`src/rtl/bus_arbiter.sv`:
```
// bus_arbiter: round-robin owner of the shared 16-bit data bus.
// One requester holds the bus at a time. Its data is registered onto
// data_out once per beat. A tenure lasts at most MAX_BURST beats while
// others are waiting, so no requester can starve the rest. Every output
// is a flop, so there is no combinational path from req to grant.
module bus_arbiter #(
  parameter int BUS_SIZE  = 16,
  parameter int NUM_REQ   = 4,
  parameter int ID_W      = 2,
  parameter int MAX_BURST = 4,
  parameter int CNT_W     = 2
) (
  input  logic                        clk,
  input  logic                        reset,
  input  logic [NUM_REQ-1:0]          req,
  input  logic [NUM_REQ*BUS_SIZE-1:0] req_data,
  output logic [NUM_REQ-1:0]          grant,
  output logic [ID_W-1:0]             owner,
  output logic [BUS_SIZE-1:0]         data_out,
  output logic                        data_valid
);

  typedef enum logic {IDLE, BUSY} state_t;

  state_t             state;
  logic [ID_W-1:0]    last_owner;
  logic [CNT_W-1:0]   cnt;

  logic               owner_req;
  logic [NUM_REQ-1:0] others;
  logic [BUS_SIZE-1:0] owner_data;
  logic               tenure_end;
  logic [ID_W-1:0]    pick_idle;
  logic [ID_W-1:0]    pick_others;
  logic [ID_W-1:0]    pick_release;

  // First set bit of mask, scanning last+1, last+2, ... and ending on last.
  // The loop runs backwards, so the assignment that survives is the one for
  // the earliest position in rotation order.
  function automatic logic [ID_W-1:0] rr_pick(input logic [NUM_REQ-1:0] mask,
                                              input logic [ID_W-1:0]    last);
    logic [NUM_REQ-1:0] shifted;
    int                 idx;
    rr_pick = last;
    for (int k = NUM_REQ; k >= 1; k--) begin
      idx     = (int'(last) + k) % NUM_REQ;
      shifted = mask >> idx;
      if (shifted[0]) rr_pick = ID_W'(idx);
    end
  endfunction

  function automatic logic [NUM_REQ-1:0] onehot(input logic [ID_W-1:0] idx);
    onehot = NUM_REQ'(1) << idx;
  endfunction

  // Decode of the current tenure and the candidate next owners.
  // grant equals onehot(owner) whenever the FSM is in BUSY, so masking req
  // with grant gives req[owner] without a variable-index select.
  always_comb begin
    // NOTE: every signal assigned in always_comb gets a value on every path;
    // a path that leaves one unassigned makes the tool infer a latch.
    owner_req    = |(req & grant);
    others       = req & ~grant;
    owner_data   = BUS_SIZE'(req_data >> (int'(owner) * BUS_SIZE));
    tenure_end   = (cnt == CNT_W'(MAX_BURST - 1));
    pick_idle    = rr_pick(req, last_owner);
    pick_others  = rr_pick(others, owner);
    pick_release = rr_pick(req, owner);
  end

  // Arbitration FSM. Grant, owner and bus data are all registered here.
  always_ff @(posedge clk) begin
    // NOTE: sequential state uses non-blocking assignments. Every flop then
    // samples pre-edge values, and the order of the statements does not
    // matter.
    if (reset) begin
      state      <= IDLE;
      grant      <= '0;
      owner      <= '0;
      data_out   <= '0;
      data_valid <= 1'b0;
      cnt        <= '0;
      last_owner <= ID_W'(NUM_REQ - 1);
    end else begin
      case (state)
        IDLE: begin
          data_valid <= 1'b0;
          if (|req) begin
            owner <= pick_idle;
            grant <= onehot(pick_idle);
            cnt   <= '0;
            state <= BUSY;
          end
        end

        BUSY: begin
          if (owner_req) begin
            // Beat: capture the owner's slice onto the bus.
            data_out   <= owner_data;
            data_valid <= 1'b1;
            if (!tenure_end) begin
              cnt <= cnt + 1'b1;
            end else begin
              cnt <= '0;
              // Hand off with no bubble when someone else is waiting.
              // Otherwise the tenure simply renews.
              if (|others) begin
                owner      <= pick_others;
                grant      <= onehot(pick_others);
                last_owner <= owner;
              end
            end
          end else begin
            // Release: no beat this edge, and data_out keeps its value.
            data_valid <= 1'b0;
            last_owner <= owner;
            cnt        <= '0;
            if (|req) begin
              owner <= pick_release;
              grant <= onehot(pick_release);
            end else begin
              grant <= '0;
              state <= IDLE;
            end
          end
        end

        default: state <= IDLE;
      endcase
    end
  end

endmodule

```
`config.mk`:
```
export PLATFORM = sky130hd
export DESIGN_NAME = bus_arbiter
export DESIGN_NICKNAME = d
export VERILOG_FILES = /design/src/rtl/bus_arbiter.sv
export SDC_FILE = /design/constraint.sdc
export NUM_CORES = 1
export LEC_CHECK = 0
export CAP_MARGIN = 20
export CORE_UTILIZATION = 35
export DETAILED_ROUTE_END_ITERATION = 6
export PLACE_DENSITY = 0.73
export SLEW_MARGIN = 10
export SYNTH_ARGS = -nofsm -noshare
export SYNTH_HDL_FRONTEND = slang
export SYNTH_SLANG_ARGS = --single-unit
```
`constraint.sdc`:
```
create_clock -name clk -period 1.65 [get_ports clk]
set_input_delay 0.165 -clock clk [delete_from_list [all_inputs] [get_ports clk]]
set_output_delay 0.165 -clock clk [all_outputs]
set_load 0.01 [all_outputs]
```
==> flow_metrics.env, run 1 <==
export IMPL_io_pins=93
export IMPL_min_path_type="register to register"
export IMPL_vias=2193
export IMPL_synth_area_leaders="dfxtp_1 (29%), mux4_2 (19%), nand2_1 (7.4%)"
export IMPL_clockRootBuffer="clkbuf_8"
export IMPL_dp_slack_ns=-0.447
export IMPL_hold_ws_ns=0.458
export IMPL_max_stage_delay_ns=0.38
export IMPL_cp_depth=7
export IMPL_grt_max_degree=29
export IMPL_path_class="register to register"
export IMPL_synth_edf_count=0
export IMPL_dpl_instance_area_um2=3120
export IMPL_syn_area_per_cell_um2=8.68
export IMPL_gp_congestion=0.931
export IMPL_drc=0
export IMPL_worstReg2RegEnd="grant[0]"
export IMPL_fin_nets=414
export IMPL_violations="negative setup slack"
export IMPL_endpoint_kind="register"
export IMPL_wirelength_um=6390
export IMPL_skew_ns=0.00758
export IMPL_cts_buffers=3
export IMPL_relSlewSlack=0.701
export IMPL_dp_hpwl_um=4750
export IMPL_wl_met3_um=423
export IMPL_die_h_um=76.0
export IMPL_cp_slowest_cell="dfxtp_4"
export IMPL_die_x_um=76.0
export IMPL_outcome="finished with violations"
export IMPL_antenna_found_initial=0
export IMPL_fmax_ghz=0.590
export IMPL_dp_cells=401
export IMPL_final_util=0.637
export IMPL_maxCapViolations=0
export IMPL_std_cell_rows=26
export IMPL_crit_buf_inv=1
export IMPL_fin_tns_setup_ns=-0.0740
export IMPL_ys_warn_count=0
export IMPL_wl_per_cell_um=15.5
export IMPL_m1WireLength_um=2710
export IMPL_track_usage=0.219
export IMPL_grt_pass1_wl_um=10400
export IMPL_crit_fanout=5
export IMPL_grt_setup_unrepaired="true"
export IMPL_path_cells="or2b_1 -> nand2_1 -> o32ai_2 -> a311oi_2 -> buf_4 -> o311a_1 -> o32ai_1"
export IMPL_ys_types=50
export IMPL_syn_inst=221
export IMPL_p_per_area_nw_per_um2=904
export IMPL_clockBufferDepth=2
export IMPL_hold_viol_final=0
export IMPL_viasPerCell=5.32
export IMPL_arrival_ns=1.85
export IMPL_first_global_vias=2151
export IMPL_critPathCapture="grant[0]"
export IMPL_routed_top_layer="met4"
export IMPL_instances_no_fill=412
export IMPL_power_mw=3.00
export IMPL_insertion_delay_ns=0.27
export IMPL_drive_gt1_frac=0.269
export IMPL_setup_viol=2
export IMPL_gr_total_overflow=0
export IMPL_initial_core_util=0.369
export IMPL_cp_start_kind="register"
export IMPL_cp_top_family="compound AO/OA/AOI/OAI gates"
export IMPL_finalCritPeriodShare=1.03
export IMPL_period_minus_slack_ns=1.69
export IMPL_syn_to_final_growth_pct=72.9
export IMPL_worst_slew_pin_transition_ns=0.448
export IMPL_dieArea_um2=5780
export IMPL_io_buffers=92
export IMPL_rrSetupSlack_ns=-0.04
export IMPL_ys_ff_latch=28
export IMPL_n_fill_cell=442
export IMPL_dr_pass1_iters=4
export IMPL_synth_area_um2=1920
export IMPL_dr_first_iter_drc_count=91
export IMPL_cts_tree="done"
export IMPL_r2r_start="grant[2]"
export IMPL_met2_length_um=3150
export IMPL_async_reset_ff_frac=0
export IMPL_yosysSeqAreaShare=0.292
export IMPL_cp_startpoint="grant[2]"
export IMPL_n_antenna_cell=0
export IMPL_p_leak_nw=1.25
export IMPL_ir_drop_v=0.000518
export IMPL_synth_largest_area_cell="dfxtp_1"
export IMPL_synth_top_flop_cell="dfxtp_1"
export IMPL_postRouteAntennaNets=0
export IMPL_syn_nets=292
export IMPL_htreeDepth=1
export IMPL_stdcell_area_um2=3320
export IMPL_rr_worst_depth=7
export IMPL_clock_sinks=28
export IMPL_crit_required_ns=1.81
export IMPL_core_area_um2=5200
export IMPL_finalMaxSlewViolations=0
export IMPL_clkTransAtPathRegs_ns=0.10
export IMPL_setup_slack_ns=-0.0437
export IMPL_synth_top_area_share=0.292
-- flip-flops by register name, summed over array words and instances, names as in the netlist --
name,cells
cnt,2
data_out,16
data_valid,1
grant,4
last_owner,2
owner,2
state,1
-- what timing repair did --
action / CTS / global route
resized for setup: 18 / 17
hold buffers: 0 / 0
endpoints found under the setup margin: 27 / 24
pin swaps: 6 / 12
buffers inserted: 4 / 3
-- worst min path at each step --
stage,cells past startpoint,slack (ns),to,from
3_5_place_dp,2,0.45,data_out[5],data_out[5]
3_3_place_gp,2,0.44,data_out[9],data_out[9]
4_1_cts,2,0.46,data_out[5],data_out[5]
6_report,2,0.46,data_out[8],data_out[8]
2_1_floorplan,2,0.35,grant[0],reset
5_1_grt,2,0.49,data_out[1],data_out[1]
-- report_power, final --
group          leakage (nW)  total [mW]  switching (mW)  internal [mW]
combinational         0.994        1.68           0.728          0.952
clock                0.0288       0.433           0.219          0.214
sequential            0.232       0.886          0.0996          0.786
-- per-layer routing --
layer,up-vias,global-route usage
met4,0,0.0365
li1,1054,-
met1,1025,0.280
met3,14,0.0359
met2,100,0.394
met5,-,0
-- synthesized netlist by cell type (all sizes together), types with 2 or more instances --
master,n
o21ai,6
nor2b,6
mux2i,3
a211o,2
a311oi,2
inv,4
o32ai,2
nand2,38
nand3,3
nor3,9
dfxtp,28
nand2b,7
a21oi,24
o311a,2
a22o,3
o211ai,2
buf,14
mux4,16
clkbuf,4
a22oi,2
nor2,24
-- cell type report --
type	instances	area, um^2	share of cell area
Sequential cell	28	577	0.174
Timing Repair Buffer	135	1260	0.379
Multi-Input combinational cell	171	1320	0.399
Clock buffer	4	55.1	0.0166
Inverter	4	15.0	0.00453
Tap cell	70	87.6	0.0264
-- kinds of logic (layout without fill, tap and decap cells) --
family	count (synthesis)	in the layout	share of synthesized area
AO/OA/AOI/OAI	55	55	0.202
adder cells (fa/ha/maj)	1	1	0.00652
buffers and inverters	22	143	0.0561
flip-flops	28	28	0.292
multiplexers	19	19	0.204
AND/OR/NAND/NOR	96	96	0.240
-- worst reg2reg max path, cell delays in order (launching register included) --
cell,delay (ns)
dfxtp_4,0.38
or2b_1,0.26
nand2_1,0.09
o32ai_2,0.07
a311oi_2,0.36
buf_4,0.18
o311a_1,0.16
o32ai_1,0.08
-- layout by cell type, fill, tap and decap left out, types with 5 or more instances in the layout --
master	instances
clkdlybuf4s50_1	87
buf_4	40
nand2_1	37
a21oi_1	22
dfxtp_1	21
nor2_1	19
mux4_2	16
nor3_1	6
nor2b_1	5
nand2b_1	5
dlygate4sd2_1	5
(Power assumes the default switching activity.)
==> run 2: changes to the inputs <==
--- a/config.mk
+++ b/config.mk
@@ -6,6 +6,7 @@
 export NUM_CORES = 1
 export LEC_CHECK = 0
 export CAP_MARGIN = 20
+export CORE_MARGIN = 10
 export CORE_UTILIZATION = 35
 export DETAILED_ROUTE_END_ITERATION = 6
 export PLACE_DENSITY = 0.73
==> run 2 against run 1 <==
The flow still finishes with violations (negative setup slack). Sequential cell count did not move. Design area is 0.75% higher. Utilization grew 0.48 points. Register-to-register slack got worse by 0.06 ns. Power rose by 3.6%. Worst setup slack got worse by 0.055 ns. Via count is 1.2% lower. Sequential power is 2% lower. Combinational power barely moved. Wire length up 9.0%. Global-route usage fell by 6.5 points. Sequential share of layout area is 0.39 points lower. Largest cell class unchanged.
==> flow_metrics.env, run 2 (synthesis gave the netlist of run 1 again) <==
export IMPL_dpl_instance_area_um2=3170
export IMPL_initial_core_util=0.369
export IMPL_arrival_ns=1.95
export IMPL_std_cell_rows=26
export IMPL_fmax_ghz=0.572
export IMPL_violations="negative setup slack"
export IMPL_max_stage_delay_ns=0.38
export IMPL_cp_slowest_cell="dfxtp_4"
export IMPL_largest_register_ffs=16
export IMPL_dp_hpwl_um=5690
export IMPL_cp_startpoint="owner[1]"
export IMPL_io_buffers=92
export IMPL_use_met1=0.194
export IMPL_skew_ns=0.00695
export IMPL_die_h_um=94.0
export IMPL_use_met3=0.0376
export IMPL_path_class="register to register"
export IMPL_drive_gt1_frac=0.262
export IMPL_n_antenna_cell=0
export IMPL_regMostFlops="data_out"
export IMPL_rrSetupSlack_ns=-0.1
export IMPL_seq_power_share=0.280
export IMPL_worstReg2RegEnd="grant[0]"
export IMPL_dr_pass1_iters=4
export IMPL_io_pins=93
export IMPL_ir_drop_v=0.000897
export IMPL_grt_most_used_layer="met2"
export IMPL_dieArea_um2=8840
export IMPL_worst_slew_pin_transition_ns=0.457
export IMPL_grt_setup_unrepaired="true"
export IMPL_first_global_vias=2182
export IMPL_gr_total_overflow=0
export IMPL_min_path_type="register to register"
export IMPL_setup_slack_ns=-0.0990
export IMPL_crit_required_ns=1.85
export IMPL_die_x_um=94.0
export IMPL_r2r_start="owner[1]"
export IMPL_p_leak_nw=1.27
export IMPL_cts_buffers=3
export IMPL_grt_pass1_wl_um=11100
export IMPL_track_usage=0.155
export IMPL_outcome="finished with violations"
export IMPL_hold_viol_final=0
export IMPL_hold_ws_ns=0.457
export IMPL_viasPerCell=5.23
export IMPL_gp_congestion=0.967
export IMPL_stdcell_area_um2=3340
export IMPL_htreeDepth=1
export IMPL_critPathCapture="grant[0]"
export IMPL_power_frac_clock=0.176
export IMPL_p_per_area_nw_per_um2=930
export IMPL_netSwitchingFraction=0.335
export IMPL_clockRootBuffer="clkbuf_8"
export IMPL_period_minus_slack_ns=1.75
export IMPL_core_area_um2=5200
export IMPL_fin_nets=416
export IMPL_clockBufferDepth=2
export IMPL_finalCritPeriodShare=1.06
export IMPL_insertion_delay_ns=0.28
export IMPL_final_common_cell="clkdlybuf4s50_1"
export IMPL_n_fill_cell=472
export IMPL_syn_to_final_growth_pct=74.2
export IMPL_cts_tree="done"
export IMPL_intPower_mw=2.07
export IMPL_met2_usage=0.259
export IMPL_finalMaxSlewViolations=0
export IMPL_clock_sinks=28
export IMPL_vias=2166
export IMPL_cp_start_kind="register"
export IMPL_endpoint_kind="register"
export IMPL_rr_worst_depth=7
export IMPL_grt_max_degree=29
export IMPL_dr_first_iter_drc_count=133
export IMPL_clkTransAtPathRegs_ns=0.10
export IMPL_drc=0
export IMPL_hold_buffers=0
export IMPL_wirelength_um=6970
export IMPL_crit_fanout=5
export IMPL_path_cells="buf_6 -> or3b_1 -> a31o_1 -> a21oi_4 -> inv_2 -> o311a_1 -> o32ai_2"
export IMPL_mostFrequentLayoutCells="clkdlybuf4s50_1 (88), buf_4 (41), nand2_1 (37)"
export IMPL_setup_viol=3
export IMPL_comb_power_share=0.544
export IMPL_power_switching_mw=1.04
export IMPL_largest_registers="data_out x16, grant x4"
export IMPL_maxCapViolations=0
export IMPL_postRouteAntennaNets=0
export IMPL_relSlewSlack=0.695
export IMPL_wl_per_cell_um=16.8
export IMPL_antenna_found_initial=0
## run 2: power by group through the flow
stage          logic [mW]  clock network (mW)  registers (mW)
3_3_place_gp         1.59                   0           0.874
6_report             1.69               0.548           0.870
4_1_cts              1.67               0.561           0.865
3_5_place_dp         1.61                   0           0.872
5_1_grt              1.83               0.577           0.880
2_1_floorplan       0.827                   0           0.889
## run 2: stage by stage
step | setup TNS (ns) | worst slack, ns | power (mW) | util | std cells
6_report | -0.174 | -0.0990 | 3.11 | 0.642 | 414
5_1_grt | -0.862 | -0.152 | 3.29 | 0.642 | 414
4_1_cts | -0.137 | -0.0824 | 3.09 | 0.635 | 413
3_5_place_dp | -10.14 | -0.501 | 2.48 | 0.610 | 407
3_3_place_gp | -9.88 | -0.424 | 2.47 | 0.610 | 407
2_1_floorplan | 0 | 0.0167 | 1.72 | - | 221
## run 2: critical path, delay by kind of cell, from the launching register on
family	cells	cell delay, ns
AO/OA/AOI/OAI	4	0.79
flip-flops	1	0.38
AND/OR/NAND/NOR	1	0.34
buffers and inverters	2	0.16
## run 2: metal layers
metal / routed length (um) / share of wire
met1: 2930 / 0.42
met5: 0 / 0
met2: 3450 / 0.49
met4: 76 / 0.011
met3: 514 / 0.074
## run 2: worst min path at each step
stage | start | end | slack, ns | cells past startpoint
detailed placement | data_out[1] | data_out[1] | 0.45 | 2
global placement | data_out[4] | data_out[4] | 0.44 | 2
global route | data_out[5] | data_out[5] | 0.49 | 2
finish | data_out[1] | data_out[1] | 0.46 | 2
floorplan | reset | grant[0] | 0.35 | 2
CTS | data_out[1] | data_out[1] | 0.46 | 2
## run 2: final cells by class
class / count / area [um^2] / share of cell area
tap: 70 / 87.6 / 0.0262
timing repair buffer: 137 / 1290 / 0.385
clock buffer: 3 / 41.3 / 0.0124
inverter: 4 / 15.0 / 0.00449
sequential: 28 / 568 / 0.170
multi-input combinational: 171 / 1310 / 0.393
clock inverter: 1 / 30.0 / 0.00899
## run 2: repair_timing
action                     in CTS  in global routing
resized for setup              19                  8
setup buffers                   2                  1
setup endpoints to repair      26                 18
pin swaps                       4                  2
==> run 3: changes to the inputs <==
--- a/config.mk
+++ b/config.mk
@@ -8,8 +8,10 @@
 export CAP_MARGIN = 20
 export CORE_MARGIN = 10
 export CORE_UTILIZATION = 35
+export CTS_BUF_LIST = sky130_fd_sc_hd__clkbuf_16
 export DETAILED_ROUTE_END_ITERATION = 6
 export PLACE_DENSITY = 0.73
+export REMOVE_ABC_BUFFERS = 1
 export SLEW_MARGIN = 10
 export SYNTH_ARGS = -nofsm -noshare
 export SYNTH_HDL_FRONTEND = slang
==> run 3 against run 2 <==
The flow now finishes without violations. Largest power group unchanged. Highest routed layer unchanged. Power grew 3.5%. Die area unchanged. Critical path depth increased by 2. Worst hold slack got worse by 0.0028 ns. Sequential power fell by 0.5%. Non-clock buffer count stayed put. Via count fell by 0.51%. Utilization shrank 0.22 points. Final cell count stayed put. Design area shrank 0.34%.
==> flow_metrics.env, run 3 (synthesis gave the netlist of run 1 again) <==
export IMPL_outcome="finished clean"
export IMPL_arrival_ns=1.84
export IMPL_met2_length_um=3620
export IMPL_core_area_um2=5200
export IMPL_p_per_area_nw_per_um2=966
export IMPL_first_global_vias=2124
export IMPL_dp_cells=404
export IMPL_grt_pass1_wl_um=10800
export IMPL_instances_no_fill=414
export IMPL_skew_ns=0.00253
export IMPL_clkTransAtPathRegs_ns=0.07
export IMPL_largest_registers="data_out x16, grant x4"
export IMPL_clock_sinks=28
export IMPL_antenna_found_initial=0
export IMPL_wl_met3_um=369
export IMPL_clockBufferDepth=2
export IMPL_die_h_um=94.0
export IMPL_m1WireLength_um=2930
export IMPL_gp_congestion=0.897
export IMPL_finalCritPeriodShare=0.994
export IMPL_dieArea_um2=8840
export IMPL_syn_to_final_growth_pct=73.6
export IMPL_viasPerCell=5.21
export IMPL_io_pins=93
export IMPL_min_path_type="register to register"
export IMPL_postRouteAntennaNets=0
export IMPL_crit_required_ns=1.84
export IMPL_std_cell_rows=26
export IMPL_final_common_cell="clkdlybuf4s50_1"
export IMPL_track_usage=0.150
export IMPL_clockRootBuffer="clkbuf_16"
export IMPL_worst_slew_pin_transition_ns=0.468
export IMPL_routed_top_layer="met4"
export IMPL_ir_drop_v=0.000518
export IMPL_dr_pass1_iters=4
export IMPL_n_antenna_cell=0
export IMPL_final_util=0.640
export IMPL_endpoint_kind="register"
export IMPL_grt_setup_unrepaired="true"
export IMPL_insertion_delay_ns=0.26
export IMPL_dr_first_iter_drc_count=83
export IMPL_fin_tns_setup_ns=0
export IMPL_relSlewSlack=0.687
export IMPL_wirelength_um=6960
export IMPL_cp_start_kind="register"
export IMPL_drc=0
export IMPL_period_minus_slack_ns=1.64
export IMPL_grt_max_degree=29
export IMPL_crit_fanout=5
export IMPL_io_buffers=92
export IMPL_hold_viol_final=0
export IMPL_regMostFlops="data_out"
export IMPL_fmax_ghz=0.610
export IMPL_finalMaxSlewViolations=0
export IMPL_setup_viol=0
export IMPL_maxCapViolations=0
export IMPL_mostFrequentLayoutCells="clkdlybuf4s50_1 (88), buf_4 (41), nand2_1 (38)"
export IMPL_dp_hpwl_um=5650
export IMPL_wl_per_cell_um=16.8
export IMPL_fin_nets=416
export IMPL_p_leak_nw=1.27
export IMPL_htreeDepth=1
export IMPL_vias=2155
export IMPL_initial_core_util=0.369
export IMPL_cts_tree="done"
export IMPL_power_mw=3.22
export IMPL_cts_buffers=3
export IMPL_path_class="register to register"
export IMPL_drive_gt1_frac=0.244
export IMPL_gr_total_overflow=0
export IMPL_hold_ws_ns=0.454
export IMPL_largest_register_ffs=16
export IMPL_die_x_um=94.0
[run 3: changes by cell type in the layout (fill, tap and decap cells not counted), moves of 2 or more]
cell,delta
nor3_2,-2
o21ai_1,-2
clkbuf_16,+3
nor3_1,+2
o32ai_1,+2
o32ai_2,-2
clkbuf_8,-3
[run 3: power by group]
part | total (mW) | leakage [nW] | internal, mW | switching (mW)
Clock | 0.719 | 0.0511 | 0.483 | 0.236
Sequential | 0.866 | 0.230 | 0.780 | 0.0867
Combinational | 1.63 | 0.988 | 0.931 | 0.699
[run 3: path summary, 6_finish.rpt]
path	to	from	depth (start not counted)	slack, ns
worst max register to register	grant[1]	owner[1]	9	0.01
worst max-delay path	grant[1]	owner[1]	9	0.01
worst min register to register	data_out[12]	data_out[12]	2	0.45
worst min-delay path	data_out[12]	data_out[12]	2	0.45
[run 3: critical path: stages, from the launching register on]
cell and delay (ns):
dfxtp_4 0.38, buf_6 0.13, buf_4 0.11, nand2_1 0.05, a21oi_1 0.14, nor3_1 0.06, buf_4 0.15, o32a_1 0.34
o311a_1 0.13, nor3_2 0.09
[run 3: layout make-up]
cell class	count	area [um^2]
timing repair buffer	137	1280
multi-input combinational	171	1280
sequential	28	568
clock inverter	1	30.0
clock buffer	3	75.1
inverter	4	15.0
fill	466	1880
tap	70	87.6
[run 3: layer usage]
layer  track usage  vias up
li1              -     1060
met1         0.174     1029
met2         0.281       61
met3        0.0256        5
met4        0.0228        0
met5             0        -
[run 3: what timing repair did]
item / in CTS / in global routing
hold buffers: 0 / 0
resized for setup: 18 / 6
buffers inserted: 4 / 2
endpoints found under the setup margin: 12 / 16
pin swaps: 5 / 6
[run 3: through the flow]
| stage | area [um^2] | setup WS, ns |
|---|---|---|
| detailed placement | 3140 | -0.433 |
| CTS | 3290 | -0.0150 |
| global route | 3330 | -0.0689 |
| global placement | 3140 | -0.401 |
| finish | 3330 | 0.00974 |
| floorplan | 1830 | -0.562 |
